--- src/rtl/mult_pkg.sv ---
// Shared types and sizing helpers for the sequential Booth multiplier.
// Latency: n/a (package only).
// Backpressure: n/a (package only).
package mult_pkg;

  typedef enum logic [1:0] {
    IDLE  = 2'd0,
    EVAL  = 2'd1,
    SHIFT = 2'd2,
    DONE  = 2'd3
  } state_t;

  // Internal datapath width: one guard bit so unsigned operands survive sign extension.
  function automatic int calc_iw(input int width);
    return width + 1;
  endfunction

  // Iteration counter width: must hold the value IW.
  function automatic int calc_cw(input int width);
    return $clog2(width + 2);
  endfunction

endpackage

--- src/rtl/booth_mult_dp.sv ---
// Booth datapath: A/Q/M/Qprev accumulator registers and iteration counter.
// Latency: one register update per control strobe (load, add/sub, shift).
// Backpressure: none; the controlling FSM sequences every strobe.
module booth_mult_dp
  import mult_pkg::*;
#(
  parameter int WIDTH = 8
) (
  input  logic                 clk,
  input  logic                 reset,
  input  logic                 load,
  input  logic                 add_sub_en,
  input  logic                 shift_en,
  input  logic                 signed_mode,
  input  logic [WIDTH-1:0]     num_1,
  input  logic [WIDTH-1:0]     num_2,
  output logic [1:0]           q0_qprev,
  output logic                 count_last,
  output logic [2*WIDTH-1:0]   product
);

  localparam int IW = calc_iw(WIDTH);
  localparam int CW = calc_cw(WIDTH);

  logic [IW-1:0] a_q, a_d;
  logic [IW-1:0] q_q, q_d;
  logic [IW-1:0] m_q, m_d;
  logic          qprev_q, qprev_d;
  logic [CW-1:0] count_q, count_d;

  logic [IW-1:0] m_ext;
  logic [IW-1:0] q_ext;

  // The guard bit copies the msb only for signed operands, so unsigned values stay positive.
  assign m_ext = {signed_mode & num_1[WIDTH-1], num_1};
  assign q_ext = {signed_mode & num_2[WIDTH-1], num_2};

  assign q0_qprev   = {q_q[0], qprev_q};
  assign count_last = (count_q == CW'(1));
  // Low 2*WIDTH bits of {A,Q}; the top two bits of A are only sign copies.
  assign product    = {a_q[WIDTH-2:0], q_q};

  // Next-state selection for the accumulator registers from the FSM strobes.
  always_comb begin
    a_d     = a_q;
    q_d     = q_q;
    m_d     = m_q;
    qprev_d = qprev_q;
    count_d = count_q;
    if (load) begin
      a_d     = '0;
      m_d     = m_ext;
      q_d     = q_ext;
      qprev_d = 1'b0;
      count_d = CW'(IW);
    end else if (add_sub_en) begin
      // 01 adds M, 10 subtracts M; the FSM only strobes on those two codes.
      if (q0_qprev == 2'b01) begin
        a_d = a_q + m_q;
      end else begin
        a_d = a_q - m_q;
      end
    end else if (shift_en) begin
      a_d     = {a_q[IW-1], a_q[IW-1:1]};
      q_d     = {a_q[0], q_q[IW-1:1]};
      qprev_d = q_q[0];
      count_d = count_q - CW'(1);
    end
  end

  // Datapath register bank, cleared asynchronously.
  always_ff @(posedge clk or negedge reset) begin
    if (!reset) begin
      a_q     <= '0;
      q_q     <= '0;
      m_q     <= '0;
      qprev_q <= 1'b0;
      count_q <= '0;
    end else begin
      a_q     <= a_d;
      q_q     <= q_d;
      m_q     <= m_d;
      qprev_q <= qprev_d;
      count_q <= count_d;
    end
  end

endmodule

--- src/rtl/booth_mult_param.sv ---
// Sequential radix-2 Booth multiplier, signed or unsigned per operation.
// Latency: ready pulses 2*(WIDTH+1)+1 edges after valid is accepted in IDLE.
// Backpressure: valid is ignored (not queued) while busy; accepted again in the ready cycle.
module booth_mult_param
  import mult_pkg::*;
#(
  parameter int WIDTH = 8
) (
  input  logic                 clk,
  input  logic                 reset,
  input  logic                 valid,
  input  logic                 signed_mode,
  input  logic [WIDTH-1:0]     num_1,
  input  logic [WIDTH-1:0]     num_2,
  output logic                 busy,
  output logic                 ready,
  output logic [2*WIDTH-1:0]   mult_result
);

  state_t             state_q, state_d;
  logic               load;
  logic               add_sub_en;
  logic               shift_en;
  logic [1:0]         q0_qprev;
  logic               count_last;
  logic [2*WIDTH-1:0] product;
  logic               ready_q, ready_d;
  logic [2*WIDTH-1:0] result_q, result_d;

  booth_mult_dp #(
    .WIDTH (WIDTH)
  ) u_dp (
    .clk         (clk),
    .reset       (reset),
    .load        (load),
    .add_sub_en  (add_sub_en),
    .shift_en    (shift_en),
    .signed_mode (signed_mode),
    .num_1       (num_1),
    .num_2       (num_2),
    .q0_qprev    (q0_qprev),
    .count_last  (count_last),
    .product     (product)
  );

  // FSM next state, datapath strobes and result capture.
  always_comb begin
    state_d    = state_q;
    load       = 1'b0;
    add_sub_en = 1'b0;
    shift_en   = 1'b0;
    ready_d    = 1'b0;
    result_d   = result_q;
    case (state_q)
      IDLE: begin
        if (valid) begin
          load    = 1'b1;
          state_d = EVAL;
        end
      end
      EVAL: begin
        // 00 and 11 leave A unchanged, so no strobe is needed for them.
        add_sub_en = q0_qprev[1] ^ q0_qprev[0];
        state_d    = SHIFT;
      end
      SHIFT: begin
        shift_en = 1'b1;
        state_d  = count_last ? DONE : EVAL;
      end
      DONE: begin
        result_d = product;
        ready_d  = 1'b1;
        state_d  = IDLE;
      end
      default: state_d = IDLE;
    endcase
  end

  // State and output registers; reset aborts any operation without a ready pulse.
  always_ff @(posedge clk or negedge reset) begin
    if (!reset) begin
      state_q  <= IDLE;
      ready_q  <= 1'b0;
      result_q <= '0;
    end else begin
      state_q  <= state_d;
      ready_q  <= ready_d;
      result_q <= result_d;
    end
  end

  assign busy        = (state_q != IDLE);
  assign ready       = ready_q;
  assign mult_result = result_q;

endmodule

--- config.mk ---
export PLATFORM = sky130hd
export DESIGN_NAME = booth_mult_param
export DESIGN_NICKNAME = d
export VERILOG_FILES = /design/src/rtl/mult_pkg.sv /design/src/rtl/booth_mult_dp.sv /design/src/rtl/booth_mult_param.sv
export SDC_FILE = /design/constraint.sdc
export NUM_CORES = 1
export LEC_CHECK = 0
export CAP_MARGIN = 30
export CORE_ASPECT_RATIO = 1.2
export CORE_MARGIN = 5
export CORE_UTILIZATION = 56
export DETAILED_ROUTE_END_ITERATION = 8
export GPL_ROUTABILITY_DRIVEN = 0
export PLACE_DENSITY_LB_ADDON = 0.08
export SYNTH_ARGS = -nofsm -noshare
export SYNTH_HDL_FRONTEND = slang
export SYNTH_HIERARCHICAL = 1
export SYNTH_SLANG_ARGS = --single-unit
export TNS_END_PERCENT = 100
--- constraint.sdc ---
create_clock -name clk -period 7.4 [get_ports clk]
set_input_delay 0.74 -clock clk [delete_from_list [all_inputs] [get_ports clk]]
set_output_delay 0.74 -clock clk [all_outputs]
set_load 0.02 [all_outputs]
==> flow_summary_export.csv, run 1 <==
group,metric,value,unit
yosys,yosysUniqueCellTypes,40,
cts,cts_max_path_buffers,2,
route,vias,1891,
sta,rsz0062_at_grt,"false",
route,vias_per_cell,5.50,
yosys,ys_top_cells_by_area,"dfrtp_1 (45%), mux2_2 (5.6%), mux2i_1 (5.0%), ha_1 (4.9%), mux2_4 (4.8%)",
min_path,min_to,"mult_result[7]$_DFFE_PN0P_",
route,avgRoutedWirePerCell,15.8,um
placed_design,dp.cells,336,
final_layout,final_area,3250,sq um
floorplanning,rows,28,
sta,tightest_slew,0.833,ns
grt,grt_pass1_wl,9160,um
cts,tritoncts.num_buffers,5,
min_path,hp-start,"mult_result[7]$_DFFE_PN0P_",
yosys,synth_top_area_share,45.5,%
cts,clock-sinks,51,
grt,grt_pass1_vias,1942,
power_and_ir_drop,p_leak,1.52,nW
route,totalWireLength,5420,um
sta,finalSetupTns,0,ns
floorplanning,die_y,87.6,um
grt,globalRouteOverflowTotal,0,
yosys,ys_ff_latch,51,
grt,grt_use_total,18.3,%
placed_design,portBuffers,37,
floorplanning,core-area,4900,sq um
placed_design,place_area,3140,sq um
sta,finalSetupViolCount,0,
sta,period_share,39.2,%
worst_setup_path,rr_endpoint,"u_dp/a_q[8]$_DFFE_PN0P_",
sta,finalHoldViolCount,0,
yosys,syn_inst,258,
cts,cts_resized,0,
sta,clock_skew,0.00826,ns
worst_setup_path,ff2ff_setup_slack,4.50,ns
worst_setup_path,crit_fanout,8,
yosys,synth-edff-count,0,
placed_design,hpwlAfterDp,3850,um
route,first_pass_iters,4,
status,outcome,"finished clean",
final_layout,seq_area,1280,sq um
yosys,yosysWarnings,6,
final_layout,fin_cells,344,
final_layout,fill_cells,399,
yosys,async_reset_ff_share,100,%
floorplanning,io_pins,38,
job,cap_violations,0,
min_path,min_path_cells,1,
cts,cts_setup_buffers,0,
grt,grt_start_max_net_pins,52,
sta,slew_viol_final,0,
final_layout,area_delta_synth_final,15.8,%
final_layout,final_layout_size_suffix_gt1_share,14.8,%
floorplanning,fp.dieArea,6530,sq um
cts,clk_latency,0.30,ns
floorplanning,die_width,74.6,um
worst_setup_path,cp.arrival,3.10,ns
yosys,yosysSeqAreaShare,45.5,%
final_layout,multi_input_area,1380,sq um
cts,htree_levels,2,
sta,clock.fmax,345,MHz
worst_setup_path,start_kind,"register",
sta,min_period,2.90,ns
power_and_ir_drop,ir_worst_vdd,0.282,mV
final_layout,antennaDiodeCount,0,
route,drt_iter0_drc,94,
worst_setup_path,crit_required,7.59,ns
yosys,yosys_most_used_dff,"dfrtp_1",
worst_setup_path,reg2reg_depth,9,
yosys,post-synth-top-area-cell,"dfrtp_1",
route,antenna_left,0,
sta,maxSlewHeadroom,44.5,%
grt,antenna_found_initial,0,
cts,cts_hold_buf,0,
cts,cts_root_buf,"clkbuf_8",
worst_setup_path,cp-end-kind,"register",
route,drc,0,
cts,cts_tree,"yes",
yosys,synth_area,2810,sq um
floorplanning,start_util,57.2,%
cts,path_clk_slew,0.10,ns
yosys,syn_avg_cell_area,10.9,sq um
final_layout,nets,315,
worst_setup_path,path_class,"register to register",
worst_setup_path,r2r_start,"u_dp/q_q[0]$_DFFE_PN0P_",
yosys,synthesis.nets,290,
power_and_ir_drop,powerDensity,490,nW/um^2
min_path,hp-class,"register to register",
power_and_ir_drop,power,1.59,mW
## logic make-up (layout without fill, tap and decap cells)
| group | Yosys count | count (layout) | share of synthesized area, % |
|---|---|---|---|
| flip-flops | 51 | 51 | 45.5 |
| buffers and inverters | 29 | 55 | 5.62 |
| AND/OR/NAND/NOR | 61 | 61 | 11.0 |
| multiplexers | 37 | 37 | 15.4 |
| XOR/XNOR | 17 | 17 | 5.57 |
| AO/OA/AOI/OAI | 51 | 51 | 11.3 |
| adder cells (fa/ha/maj) | 12 | 12 | 5.62 |
## worst max-delay path: stages (launching register included)
cell and delay, ns:
dfrtp_1 0.44, nor2b_1 0.47, mux2_2 0.45, fa_1 0.47
a211oi_1 0.30, o211ai_1 0.14, nand2_1 0.09, xnor2_1 0.14
a21oi_1 0.09, a31o_1 0.22
## worst max-delay path by stage
stage / startpoint / to / depth (start not counted)
4_1_cts: u_dp/q_q[0]$_DFFE_PN0P_ / u_dp/a_q[8]$_DFFE_PN0P_ / 9
3_3_place_gp: u_dp/q_q[0]$_DFFE_PN0P_ / u_dp/a_q[8]$_DFFE_PN0P_ / 9
6_report: u_dp/q_q[0]$_DFFE_PN0P_ / u_dp/a_q[8]$_DFFE_PN0P_ / 9
2_1_floorplan: u_dp/q_q[0]$_DFFE_PN0P_ / u_dp/a_q[8]$_DFFE_PN0P_ / 10
5_1_grt: u_dp/q_q[0]$_DFFE_PN0P_ / u_dp/a_q[8]$_DFFE_PN0P_ / 9
3_5_place_dp: u_dp/q_q[0]$_DFFE_PN0P_ / u_dp/a_q[8]$_DFFE_PN0P_ / 9
## cells in the mapped netlist (9+ instances only)
library cell / count
dfrtp_1: 51
xor2_1: 9
o21ai_0: 15
mux2i_1: 14
nor2_1: 23
ha_1: 11
a21oi_1: 13
buf_4: 10
mux2_2: 14
a211oi_1: 9
nand2_1: 14
mux2_4: 9
## registers in the layout, summed over array words and instances (netlist names)
signal and cells:
u_dp/m_q 9, u_dp/q_q 9, mult_result 16, ready 1, u_dp/qprev_q 1, u_dp/a_q 9, state_q 2, u_dp/count_q 4
## through the flow
| stage | setup slack [ns] | hold WS (ns) | utilization (%) |
|---|---|---|---|
| finish | 4.50 | 0.512 | 66.3 |
| global route | 4.28 | 0.544 | 66.3 |
| CTS | 4.47 | 0.520 | 66.3 |
| detailed placement | 4.52 | 0.499 | 64.0 |
| global placement | 4.61 | 0.489 | 64.0 |
| floorplan | 5.00 | 0.444 | - |
## layout by cell type (no fill, tap or decap), drive strengths merged
master	count
o21bai	1
nand2	15
or2	1
fa	1
nand2b	4
and3	1
a2111oi	1
nor3	4
dfrtp	51
mux2i	14
a21oi	13
a211oi	9
mux2	23
xor2	9
bufinv	1
clkbuf	5
nor4	2
nor3b	1
a31oi	4
nor2b	5
a311oi	1
nor2	23
inv	8
ha	11
o21ai	15
and2	1
xnor2	8
a21o	5
buf	3
clkinv	2
clkdlybuf4s50	36
nand3	2
a31o	1
o211ai	1
and2b	2
## layout make-up
type | count | area share [%]
sequential | 51 | 39.3
multi-input combinational | 178 | 42.3
clock buffer | 5 | 2.12
inverter | 8 | 0.924
clock inverter | 3 | 1.35
timing repair buffer | 39 | 11.7
tap | 60 | 2.31
## routing by layer
metal	wire length [um]	vias up	global-route usage (%)
met5	0	-	0
met4	91	0	5.83
met3	233	6	3.44
met2	2690	38	31.2
met1	2410	911	23.4
li1	-	936	-
## where the power goes
| group | internal, mW | total, mW | switching, mW |
|---|---|---|---|
| combinational | 0.432 | 0.892 | 0.459 |
| sequential | 0.399 | 0.510 | 0.110 |
| clock | 0.101 | 0.192 | 0.0911 |
| total | 0.932 | 1.59 | 0.660 |
(Power assumes the default switching activity.)
==> run 2: changes to the inputs <==
CORE_UTILIZATION = 49   (was 56)
clock period = 2.4 ns   (was 7.4 ns; I/O delays follow)
==> flow_summary_export.csv, run 2 (synthesized netlist as in run 1, its figures left out) <==
group,metric,value,unit
grt,grt_use_total,16.2,%
sta,rsz0062_at_grt,"true",
grt,busiest_layer,"met2",
final_layout,final_cell_mix,"dfrtp_1 (49), clkdlybuf4s50_1 (36), buf_4 (25)",
worst_setup_path,start_kind,"register",
floorplanning,die_y,92.9,um
worst_setup_path,cp-startpoint,"u_dp/m_q[1]$_DFFE_PN0P_",
sta,finalSetupViolCount,0,
status,outcome,"finished clean",
worst_setup_path,cp-end-kind,"register",
route,avgRoutedWirePerCell,15.5,um
placed_design,portBuffers,37,
route,totalWireLength,5760,um
worst_setup_path,path_class,"register to register",
worst_setup_path,slowest_delay,0.40,ns
cts,htree_levels,2,
cts,cts_hold_buf,0,
cts,clk_latency,0.31,ns
power_and_ir_drop,power,5.73,mW
floorplanning,io_pins,38,
cts,clock-sinks,51,
route,vias,1989,
route,vias_per_cell,5.33,
grt,antenna_found_initial,0,
cts,cts_max_path_buffers,2,
final_layout,nets,340,
floorplanning,rows,30,
power_and_ir_drop,p_leak,1.66,nW
worst_setup_path,reg2reg_depth,10,
worst_setup_path,crit_required,2.60,ns
cts,path_clk_slew,0.10,ns
worst_setup_path,ff2ff_setup_slack,0.05,ns
cts,cts_root_buf,"clkbuf_8",
worst_setup_path,cp.arrival,2.55,ns
grt,grtUsageMet2,27.8,%
sta,finalHoldViolCount,0,
power_and_ir_drop,powerDensity,1590,nW/um^2
final_layout,final_area,3600,sq um
worst_setup_path,worstPathBufferInverterCount,1,
final_layout,final_layout_size_suffix_gt1_share,29.4,%
sta,min_period,2.35,ns
grt,grt_start_max_net_pins,52,
floorplanning,die_width,79.1,um
sta,clock.fmax,426,MHz
power_and_ir_drop,ir_worst_vdd,0.728,mV
worst_setup_path,path_cells,"inv_2 -> ha_4 -> mux2_4 -> fa_2 -> a211oi_2 -> o211ai_1 -> nand2_1 -> xnor2_2 -> a21oi_1 -> a31o_1",
route,antenna_left,0,
sta,tightest_slew,0.652,ns
route,first_pass_iters,4,
route,drt_iter0_drc,45,
sta,period_share,97.8,%
worst_setup_path,path_delay_family,"compound AO/OA/AOI/OAI gates",
floorplanning,fp.dieArea,7350,sq um
worst_setup_path,cp_slowest_cell,"dfrtp_1",
placed_design,hpwlAfterDp,3990,um
sta,clock_skew,0.00920,ns
final_layout,largest_register_ffs,16,
min_path,hp-class,"input pin to async pin",
floorplanning,start_util,49.8,%
route,drc,0,
grt,globalRouteOverflowTotal,0,
grt,grt_util_met3,2.72,%
grt,grt_pass1_vias,1993,
worst_setup_path,crit_fanout,2,
sta,maxSlewHeadroom,56.5,%
final_layout,fin_util,63.9,%
cts,tritoncts.num_buffers,5,
final_layout,layout_commonest_cell,"dfrtp_1",
final_layout,area_delta_synth_final,28.1,%
job,cap_violations,0,
placed_design,place_area,3290,sq um
cts,cts_tree,"yes",
final_layout,antennaDiodeCount,0,
grt,met1_usage,20.6,%
grt,grt_pass1_wl,9400,um
sta,slew_viol_final,0,
worst_setup_path,r2r_start,"u_dp/m_q[1]$_DFFE_PN0P_",
worst_setup_path,rr_endpoint,"u_dp/a_q[8]$_DFFE_PN0P_",
floorplanning,core-area,5630,sq um
[run 2: cell count changes in the layout (fill, tap and decap cells not counted), moves of 2 or more]
cell	before	now
dfrtp_1	51	49
ha_1	11	7
a21oi_2	0	3
xor2_2	0	3
inv_1	8	6
a21oi_1	13	9
o21ai_0	15	12
o21ai_1	0	3
buf_4	2	25
dfrtp_2	0	2
inv_2	0	2
xor2_1	9	6
ha_4	0	4
[run 2: layer usage]
layer	share of wire, %	vias to the layer above
met4	1.7	0
met1	45	965
met2	50	36
li1	-	981
met5	0	-
met3	3.5	7
[run 2: final cells by class]
cell class | count | area (sq um)
inverter | 8 | 30.0
clock inverter | 3 | 18.8
fill | 487 | 2030
tap | 64 | 80.1
clock buffer | 5 | 68.8
timing repair buffer | 64 | 584
multi-input combinational | 178 | 1540
sequential | 51 | 1280
[run 2: stage by stage]
| stage | worst slack (ns) | hold slack, ns | TNS [ns] | std cells |
|---|---|---|---|---|
| 2_1_floorplan | 0.00237 | -0.0556 | 0 | 258 |
| 3_3_place_gp | -0.0121 | 0.397 | -0.0121 | 358 |
| 3_5_place_dp | -0.00861 | 0.399 | -0.00861 | 358 |
| 4_1_cts | -0.0305 | 0.0619 | -0.0305 | 366 |
| 5_1_grt | -0.0741 | 0.0929 | -0.245 | 373 |
| 6_report | 0.0531 | 0.0396 | 0 | 373 |
[run 2: how the worst max path moves through the flow]
stage / cells after the start / slack, ns / endpoint
floorplan: 10 / 0.002 / u_dp/a_q[5]$_DFFE_PN0P_
global placement: 11 / -0.01 / u_dp/a_q[7]$_DFFE_PN0P_
detailed placement: 10 / -0.009 / u_dp/a_q[5]$_DFFE_PN0P_
CTS: 10 / -0.03 / u_dp/a_q[8]$_DFFE_PN0P_
global route: 11 / -0.07 / u_dp/a_q[8]$_DFFE_PN0P_
finish: 10 / 0.05 / u_dp/a_q[8]$_DFFE_PN0P_
[run 2: where the power goes]
group	internal, mW	leakage, nW	total (mW)	switching (mW)
clock network	0.206	0.0483	0.500	0.294
registers	1.24	0.641	1.57	0.330
logic	1.94	0.968	3.66	1.72
total	3.38	1.66	5.73	2.35
[run 2: timing repair]
action	CTS	global route
pin swaps	2	27
buffers inserted	0	7
endpoints found under the setup margin	4	5
cloned	0	0
resized for setup	2	33
==> run 3: changes to the inputs <==
--- a/config.mk
+++ b/config.mk
@@ -14,2 +14,3 @@
 export PLACE_DENSITY_LB_ADDON = 0.08
+export SKIP_LAST_GASP = 1
 export SYNTH_ARGS = -nofsm -noshare
--- a/constraint.sdc
+++ b/constraint.sdc
@@ -3,2 +3,2 @@
 set_output_delay 0.24 -clock clk [all_outputs]
-set_load 0.02 [all_outputs]
+set_load 0.005 [all_outputs]
==> flow_summary_export.csv, run 3 (synthesized netlist as in run 1, its figures left out) <==
group,metric,value,unit
min_path,hp-class,"input pin to async pin",
final_layout,final_layout_size_suffix_gt1_share,29.2,%
power_and_ir_drop,swShare,39.5,%
cts,clk_latency,0.31,ns
route,avgRoutedWirePerCell,15.4,um
floorplanning,start_util,49.8,%
final_layout,largest_register_ffs,16,
floorplanning,die_y,92.9,um
cts,clock-sinks,51,
route,top_layer,"met4",
cts,cts_root_buf,"clkbuf_8",
grt,grt_pass1_wl,9420,um
grt,grt_pass1_vias,1986,
worst_setup_path,cp-end-kind,"register",
sta,rsz0062_at_grt,"true",
placed_design,portBuffers,37,
worst_setup_path,ff2ff_setup_slack,0.05,ns
worst_setup_path,path_cells,"inv_2 -> ha_4 -> mux2_4 -> fa_2 -> a211oi_2 -> o211ai_1 -> nand2_1 -> xnor2_2 -> a21oi_1 -> a31o_1",
power_and_ir_drop,share_comb_of_total_power,62.8,%
final_layout,final_cell_mix,"dfrtp_1 (49), clkdlybuf4s50_1 (36), buf_4 (24)",
final_layout,multi_input_area,1540,sq um
power_and_ir_drop,powerDensity,1550,nW/um^2
route,met3_length,195,um
power_and_ir_drop,p_switching,2.19,mW
worst_setup_path,r2r_start,"u_dp/m_q[1]$_DFFE_PN0P_",
worst_setup_path,start_kind,"register",
grt,grt_start_max_net_pins,52,
final_layout,antennaDiodeCount,0,
power_and_ir_drop,seqPwrFrac,28.2,%
route,route.layer.met1.wl,2610,um
worst_setup_path,slowest_delay,0.40,ns
worst_setup_path,path_delay_family,"compound AO/OA/AOI/OAI gates",
status,outcome,"finished clean",
placed_design,hpwlAfterDp,3990,um
final_layout,fill_cells,489,
route,first_pass_iters,5,
route,drt_iter0_drc,59,
final_layout,seq_area,1280,sq um
cts,cts_tree,"yes",
worst_setup_path,path_class,"register to register",
sta,finalSetupViolCount,0,
final_layout,area_delta_synth_final,27.9,%
cts,htree_levels,2,
cts,tritoncts.num_buffers,5,
sta,worst_slack,0.0518,ns
power_and_ir_drop,p_leak,1.65,nW
worst_setup_path,cp.arrival,2.55,ns
route,met2_length,2880,um
worst_setup_path,cp-startpoint,"u_dp/m_q[1]$_DFFE_PN0P_",
final_layout,nets,339,
worst_setup_path,worstPathBufferInverterCount,1,
worst_setup_path,crit_required,2.60,ns
route,antenna_left,0,
sta,clock_skew,0.00938,ns
sta,period_share,97.8,%
sta,finalSetupTns,0,ns
sta,finalHoldViolCount,0,
grt,globalRouteOverflowTotal,0,
power_and_ir_drop,cellInternalPower,3.36,mW
route,vias,1994,
cts,path_clk_slew,0.10,ns
power_and_ir_drop,pwr-share-clk,9.0,%
power_and_ir_drop,power,5.55,mW
final_layout,layout_commonest_cell,"dfrtp_1",
grt,antenna_found_initial,0,
sta,tightest_slew,0.652,ns
final_layout,fin_util,63.7,%
sta,clock.fmax,426,MHz
floorplanning,rows,30,
power_and_ir_drop,ir_worst_vdd,0.725,mV
cts,cts_max_path_buffers,2,
route,totalWireLength,5750,um
sta,holdWs,0.0393,ns
route,drc,0,
sta,slew_viol_final,0,
floorplanning,fp.dieArea,7350,sq um
grt,grt_use_total,16.2,%
route,vias_per_cell,5.36,
sta,maxSlewHeadroom,56.6,%
job,cap_violations,0,
placed_design,dp_slack,-0.00861,ns
floorplanning,io_pins,38,
floorplanning,die_width,79.1,um
floorplanning,core-area,5630,sq um
worst_setup_path,crit_fanout,2,
worst_setup_path,cp_slowest_cell,"dfrtp_1",
sta,min_period,2.35,ns
-- run 3: cell types whose count changed in the layout (fill, tap and decap cells not counted) --
| cell | previous run | this run |
|---|---|---|
| buf_4 | 25 | 24 |
-- run 3: final cells by class --
class	instances	area share, %
Multi-Input combinational cell	178	42.8
Timing Repair Buffer	63	16.1
Inverter	8	0.837
Clock inverter	3	0.523
Clock buffer	5	1.92
Sequential cell	51	35.6
Tap cell	64	2.23
-- run 3: metrics by stage --
step           area [sq um]  std cells
3_5_place_dp           3290        358
5_1_grt                3590        372
3_3_place_gp           3290        358
2_1_floorplan          2810        258
4_1_cts                3380        366
6_report               3590        372
-- run 3: power groups by stage --
stage               clock network, mW  logic (mW)  registers, mW
finish                          0.500        3.48           1.57
global route                    0.559        3.82           1.63
CTS                             0.522        2.93           1.55
detailed placement                  0        2.91           1.57
global placement                    0        2.86           1.56
floorplan                           0        2.03           1.51
-- run 3: path summary, 6_finish.rpt --
check,cells past startpoint,to
worst min-delay path,2,mult_result[12]$_DFFE_PN0P_
max in group asynchronous,2,u_dp/m_q[2]$_DFFE_PN0P_
worst max register to register,10,u_dp/a_q[8]$_DFFE_PN0P_
min in group clk,3,u_dp/m_q[1]$_DFFE_PN0P_
worst min register to register,1,mult_result[11]$_DFFE_PN0P_
worst max-delay path,10,u_dp/a_q[8]$_DFFE_PN0P_
-- run 3: layer usage --
metal	GRT usage, %	vias up
met1	20.6	972
met5	0	-
met2	28.3	38
met3	2.72	5
li1	-	979
met4	4.30	0
-- run 3: worst reg2reg max path, stage by stage (launching register included) --
cell,delay [ns]
dfrtp_1,0.40
inv_2,0.09
ha_4,0.20
mux2_4,0.28
fa_2,0.36
a211oi_2,0.28
o211ai_1,0.12
nand2_1,0.13
xnor2_2,0.13
a21oi_1,0.08
a31o_1,0.18
-- run 3: what timing repair did --
action | 4_1_cts | 5_1_grt
hold buffers | 0 | 0
setup buffers | 0 | 6
endpoints found under the setup margin | 4 | 5
pin swaps | 2 | 23
resized for setup | 1 | 34
